==> src/rtl/gate_check_pkg.sv <==
// Shared types and constants for the gate truth-table checker: FSM state encoding,
// 2-input reference truth tables (bit i = expected y for stim == i) and a clog2 helper.
package gate_check_pkg;

  typedef enum logic [1:0] {
    StIdle,
    StSettle,
    StSample,
    StDone
  } state_e;

  localparam logic [3:0] TtNor  = 4'b0001;
  localparam logic [3:0] TtNand = 4'b0111;
  localparam logic [3:0] TtAnd  = 4'b1000;
  localparam logic [3:0] TtOr   = 4'b1110;
  localparam logic [3:0] TtXor  = 4'b0110;

  // Minimum of 1 so a zero-width vector is never produced.
  function automatic int unsigned clog2(input int unsigned value);
    int unsigned width;
    width = 1;
    while ((32'd1 << width) < value) width++;
    return width;
  endfunction

endpackage

==> src/rtl/settle_timer.sv <==
// Settle-window counter: cleared while disabled, counts while enabled, and flags the
// last cycle of a SETTLE_CYC-long window.
module settle_timer
  import gate_check_pkg::*;
#(
  parameter int unsigned SETTLE_CYC = 4
) (
  input  logic clk,
  input  logic rst_n,
  input  logic clr,
  input  logic en,
  output logic tc
);

  localparam int unsigned W = clog2(SETTLE_CYC + 1);
  localparam logic [W-1:0] LastCnt = W'(SETTLE_CYC - 1);

  logic [W-1:0] cnt_q;

  always_ff @(posedge clk or negedge rst_n) begin
    if (!rst_n) begin
      cnt_q <= '0;
    end else if (clr) begin
      cnt_q <= '0;
    end else if (en && !tc) begin
      cnt_q <= cnt_q + 1'b1;
    end
  end

  assign tc = en && (cnt_q == LastCnt);

endmodule

==> config.mk <==
export PLATFORM = sky130hd
export DESIGN_NAME = settle_timer
export DESIGN_NICKNAME = d
export VERILOG_FILES = /design/src/rtl/gate_check_pkg.sv /design/src/rtl/settle_timer.sv
export SDC_FILE = /design/constraint.sdc
export NUM_CORES = 1
export LEC_CHECK = 0
export ABC_CLOCK_PERIOD_IN_PS = 1460
export CAP_MARGIN = 10
export CORE_AREA = 2 2 39 41
export DETAILED_ROUTE_END_ITERATION = 10
export DIE_AREA = 0 0 41 43
export PLACE_DENSITY_LB_ADDON = 0.12
export SLEW_MARGIN = 40
export SYNTH_ARGS = -nofsm -noshare
export SYNTH_HDL_FRONTEND = slang
export SYNTH_SLANG_ARGS = --single-unit
==> constraint.sdc <==
create_clock -name clk -period 1.46 [get_ports clk]
set_clock_uncertainty 0.1 [all_clocks]
set_input_delay 0.292 -clock clk [delete_from_list [all_inputs] [get_ports clk]]
set_output_delay 0.292 -clock clk [all_outputs]
set_load 0.03 [all_outputs]
Word level (Yosys, flattened, before mapping)
Cells that the tools add are included.
- add/sub/neg operators: 1
- equality and inequality tests: 1
- muxes and demuxes: 2
- reduce and logical (&&, ||, !) cells: 4
- operators with widths (kind ; number):
    2-to-1 mux 3 bit ; 2
    adder 3 x 1 -> 3 bit (second input constant) ; 1
    equality test 3 x 2 -> 1 bit (second input constant) ; 1
    logical AND 1 bit ; 2
    nonzero test 2 bit ; 1
    logical NOT 1 bit ; 1
- register bits after elaboration: 3
- input bits: 4

Logic depth before layout (Yosys ltp)
Gate-level depths: netlist of run 1.
- depth in word-level cells: 6
- mapped depth: 4

Worst setup path before layout of run 1
No wires, ideal clock.
- path type: register to register
- start: reg cnt_q[0]
- end: reg cnt_q[2]
- arrival time: 1.333 ns
- setup slack: -0.068 ns
- cell stages (with the launch flop): 5
- buffers on the path: 0
- path through: dfrtp_1 > ha_1 > ha_1 > or4b_1 > o31ai_1
- word-level cells in the longest chain between the ends: 5
- ends and longest elaborated chain (item ; line ; source):
    start, declared ; settle_timer.sv:18 ; logic [W-1:0] cnt_q;
    start signal, assigned ; settle_timer.sv:26 ; cnt_q <= cnt_q + 1'b1;
    branches (longest 5 deep; another with adder 3 x 1 -> 3 bit) ; n/a ;
Parallel ways; which one is timed is not known. The select of a mux whose other input is x is not followed.
A chain may end at the register's enable or synchronous reset.

Worst setup path after layout of run 1
- start: reg cnt_q[1]
- end: out tc
- word-level cells in the longest chain between the ends: 2
- ends and longest elaborated chain (item ; line ; source):
    equality test 3 x 2 -> 1 bit ; settle_timer.sv:30 ; assign tc = en && (cnt_q == LastCnt);
    logical AND 1 bit ; settle_timer.sv:30 ;
    end, declared ; settle_timer.sv:12 ; output logic tc
No other way between the ends.

==> results.toml, run 1 <==
[run_status]
status = "complete, but fails checks"
violations = "negative setup slack"

[critical_path]
crit_required_ns = 1.07
worstPathArrival_ns = 1.22
cp-end-kind = "output pin"
slowest_stage = "dfrtp_1"
start_kind = "register"
crit_chain = "ha_2, ha_4, and2_4, buf_6"
crit_fanout = 3
critical-path-max-stage-delay_ns = 0.37
path_class = "register to output pin"

[finish]
regMostFlops = "cnt_q"
syn_to_final_growth_pct = 101
largest_reg_flops = 3
layout-drive-gt1-share_pct = 62.5
fin_area_um2 = 369
stdcell_count = 48
utilization_pct = 26.7
top_regs = "cnt_q (3)"
num-nets-final = 39
antenna_cells = 0

[clocking]
cts_buffers = 3
htreeDepth = 1
clockRootBuffer = "clkbuf_4"
cts_tree = "built"
numClockSinks = 3
worstSkewPairLatency_ns = 0.23
cts_hold_buf = 0
path_clk_slew_ns = 0.04
clock_path_buffers = 2

[power]
powerDensity_nw_per_um2 = 830
leakage_nw = 0.169
vdd_ir_drop_max_v = 0.000264
p_total_w = 0.000306

[sta]
max_freq_mhz = 620
worst_slack_ns = -0.154
finalSetupViolations = 3
maxSlewViolCount = 0
min_period_ns = 1.61
post-route-period-util_pct = 111
rsz0062_at_grt = "yes"
finalHoldViolCount = 0
worstMarginPinSlew_ns = 0.183
setup_tns_ns = -0.332
max-slew-margin-rel_pct = 87.8

[drt]
drtAntennaViolNets = 0
vias = 176
drt_first_pass_iters = 2
routed_via_density = 3.67
drtIter0Drc = 1
routed_wl_um = 460
remaining_drc_errors = 0
routedWlPerCell_um = 9.58

[die]
initial_core_util_pct = 13.3
ioPinCount = 5
core_area_um2 = 1380
rows = 14
die_y_um = 43
die_w_um = 41
dieArea_um2 = 1760

[synth]
synth_cell_types = 13
synthTopCellsByArea = "dfrtp_1 41%, ha_1 14%, mux2_1 6.1%"
syn-num-nets = 22
ys_warn_count = 0
syn-cell-area_um2 = 184
synth_area_per_cell_um2 = 11.5
ys_seq_elements = 3
synth_top_area_share_pct = 40.8
synth_cells = 16
yosys.area.top_type = "dfrtp_1"
synth_seq_area_share_pct = 40.8

[placement]
dpl.cell_count = 40
dp_hpwl_um = 294
portBuffers = 4
place.gp.congestion = 0.577
placed_area_um2 = 277

[grt]
grt_usage_pct = 7.26
gr-total-overflow = 0
antenna_found_initial = 0
grt_pass1_vias = 190
grt_max_degree = 5
grt_pass1_wl_um = 807

[worst_hold_path]
worstHoldPathType = "primary input to asynchronous set/reset pin"

[job]
drv_cap = 0
==> timing repair <==
item / in CTS / in global routing
pin swaps: 3 / 2
gates cloned: 0 / 0
buffers inserted: 2 / 2
gates resized for setup: 7 / 1
setup endpoints to repair: 3 / 4
==> cell type report <==
type	instances	area, um^2
sequential	3	75.1
inverter	1	3.75
clock buffer	4	26.3
tap	16	20.0
fill	158	1010
multi-input combinational	12	139
timing repair buffer	12	105
==> per-layer routing <==
metal / vias to the layer above / global-route usage [%] / routed length (um)
met5: - / 0 / 0
met4: 0 / 8.00 / 0
met3: 0 / 2.09 / 34
met2: 5 / 9.69 / 250
met1: 83 / 8.14 / 176
li1: 88 / - / -
==> cells by family after synthesis <==
| logic type | after synthesis | share of synthesized area (%) |
|---|---|---|
| DFF | 3 | 40.8 |
| AOI/OAI and AO/OA | 2 | 6.80 |
| adders and majority gates | 2 | 13.6 |
| muxes | 1 | 6.12 |
| buffers and inverters | 1 | 2.04 |
| and+or+nand+nor | 7 | 30.6 |
==> critical path: cells and delay by family (launching register included) <==
family	cells	cell delay, ns
buf+inv	1	0.13
fa+ha+maj	2	0.36
flops	1	0.37
simple gates	1	0.13
==> final timing paths <==
| path | startpoint | end | slack (ns) | cells after the start |
|---|---|---|---|---|
| worst min-delay path | rst_n | cnt_q[1] | 0.14 | 1 |
| max in group asynchronous | rst_n | cnt_q[0] | 0.98 | 1 |
| worst min register to register | cnt_q[2] | cnt_q[2] | 0.50 | 2 |
| worst max register to register | cnt_q[1] | cnt_q[2] | -0.10 | 4 |
| worst max-delay path | cnt_q[1] | tc | -0.15 | 4 |
| min in group clk | cnt_q[2] | cnt_q[2] | 0.50 | 2 |
==> per-stage QoR <==
step | worst slack [ns] | hold slack (ns)
final | -0.154 | 0.142
after global routing | -0.198 | 0.137
after CTS | -0.185 | 0.136
after detailed placement | -0.114 | 0.388
after global placement | -0.115 | 0.387
after floorplan | -0.0492 | -0.104
==> cell usage in the layout (no fill, tap or decap), types with 2 or more instances in the layout <==
cell	instances
dfrtp_1	3
clkbuf_4	3
clkdlybuf4s50_1	3
buf_4	7
buf_6	2
==> report_power, final <==
part	internal, W	total (W)	switching [W]
registers	0.0000894	0.0000928	0.00000334
logic	0.0000471	0.0000700	0.0000229
clock network	0.000102	0.000144	0.0000414
total	0.000239	0.000306	0.0000677
==> cells in the mapped netlist, drive strengths merged <==
cell	instances
mux2	1
nor2	1
and2	1
nand2b	1
nand4bb	1
inv	1
o21ai	1
and2b	1
nor2b	1
ha	2
dfrtp	3
o31ai	1
or4b	1
Power figures use the tool's default switching activity.
==> run 2, diff against run 1 <==
Settings changed: GPL_TIMING_DRIVEN set to 0, SLEW_MARGIN 40 to 20.
==> results.toml, run 2 (same netlist as run 1, synthesis figures left out) <==
[run_status]
status = "complete, but fails checks"
violations = "negative setup slack"

[drt]
routed_via_density = 3.61
drt_first_pass_iters = 1
routedWlPerCell_um = 9.50
routed_wl_um = 437
vias = 166
drtIter0Drc = 0
remaining_drc_errors = 0
drtAntennaViolNets = 0

[critical_path]
start_kind = "register"
crit_fanout = 4
crit_chain = "ha_2, ha_4, and2_4, buf_6"
cp_top_family = "adder cells"
worstPathArrival_ns = 1.23
rr_endpoint = "cnt_q[2]"
reg2reg_slack_ns = -0.10
critical-path-max-stage-delay_ns = 0.37
r2r_start = "cnt_q[1]"
cp-end-kind = "output pin"
crit_required_ns = 1.07
path_buf_inv = 1
slowest_stage = "dfrtp_1"
path_class = "register to output pin"
reg2reg_depth = 4

[grt]
grt_pass1_wl_um = 765
gr-total-overflow = 0
antenna_found_initial = 0
grt_pass1_vias = 188
grt_usage_pct = 6.93
grt_max_degree = 7

[power]
vdd_ir_drop_max_v = 0.000232
powerDensity_nw_per_um2 = 842
p_total_w = 0.000298
leakage_nw = 0.160

[die]
rows = 14
ioPinCount = 5
die_y_um = 43
core_area_um2 = 1380
die_w_um = 41
dieArea_um2 = 1760
initial_core_util_pct = 13.3

[sta]
setup_tns_ns = -0.341
min_period_ns = 1.62
finalHoldViolCount = 0
worst_slack_ns = -0.160
rsz0062_at_grt = "yes"
finalSetupViolations = 3
fin_hold_ws_ns = 0.143
maxSlewViolCount = 0
worstMarginPinSlew_ns = 0.194
max_freq_mhz = 617
max-slew-margin-rel_pct = 87.0
post-route-period-util_pct = 111

[clocking]
cts_buffers = 3
worstSkewPairLatency_ns = 0.23
htreeDepth = 1
cts_tree = "built"
path_clk_slew_ns = 0.04
numClockSinks = 3
clockRootBuffer = "clkbuf_4"
clock_path_buffers = 2

[placement]
portBuffers = 4
place.gp.congestion = 0.563
dp_hpwl_um = 262
post-place-ws_ns = -0.523

[job]
drv_cap = 0

[finish]
top_regs = "cnt_q (3)"
num-nets-final = 37
regMostFlops = "cnt_q"
fillers = 156
syn_to_final_growth_pct = 92.5
seq_area_um2 = 75.1
layout_commonest_cell = "buf_4"
largest_reg_flops = 3
antenna_cells = 0
mostFrequentLayoutCells = "5 x buf_4, 3 x clkbuf_4, 3 x dfrtp_1, 3 x clkdlybuf4s50_1, 2 x buf_6"
multi_input_area_um2 = 139
layout-drive-gt1-share_pct = 60.0

[worst_hold_path]
worstHoldPathType = "primary input to asynchronous set/reset pin"
==> run 2: worst max-delay path by stage <==
stage	depth (start not counted)	end	startpoint
floorplan	4	cnt_q[2]	cnt_q[1]
global placement	3	tc	en
global route	4	tc	cnt_q[1]
CTS	4	tc	cnt_q[0]
detailed placement	3	tc	en
finish	4	tc	cnt_q[1]
==> run 2: power breakdown <==
part / internal (W) / total, W / leakage, nW / switching (W)
combinational: 0.0000410 / 0.0000633 / 0.104 / 0.0000223
clock: 0.000102 / 0.000142 / 0.0150 / 0.0000401
sequential: 0.0000894 / 0.0000926 / 0.0404 / 0.00000321
==> run 2: metrics by stage <==
stage	instances	util (%)	instance area (um^2)
global placement	36	18.0	249
CTS	44	24.2	335
floorplan	16	-	189
detailed placement	36	18.0	249
finish	46	25.6	354
global route	46	25.6	354
==> run 2: area by class of cell <==
type | instances | share of cell area, %
multi-input cells | 12 | 39.2
repair buffers | 10 | 25.4
flip-flops and latches | 3 | 21.2
clock buffers | 4 | 7.42
well taps | 16 | 5.65
inverters | 1 | 1.06
==> run 2: repair_timing <==
action                     CTS  global route
pin swaps                    3             2
hold buffers                 0             0
hold endpoints to repair     0             0
setup buffers                4             2
setup endpoints to repair    3             4
gates resized for setup     13             1
==> run 2: metal layers <==
metal | share of wire (%) | global-route usage [%]
met1 | 43 | 8.06
met2 | 49 | 9.06
met3 | 7.6 | 1.57
met4 | 0 | 8.00
met5 | 0 | 0
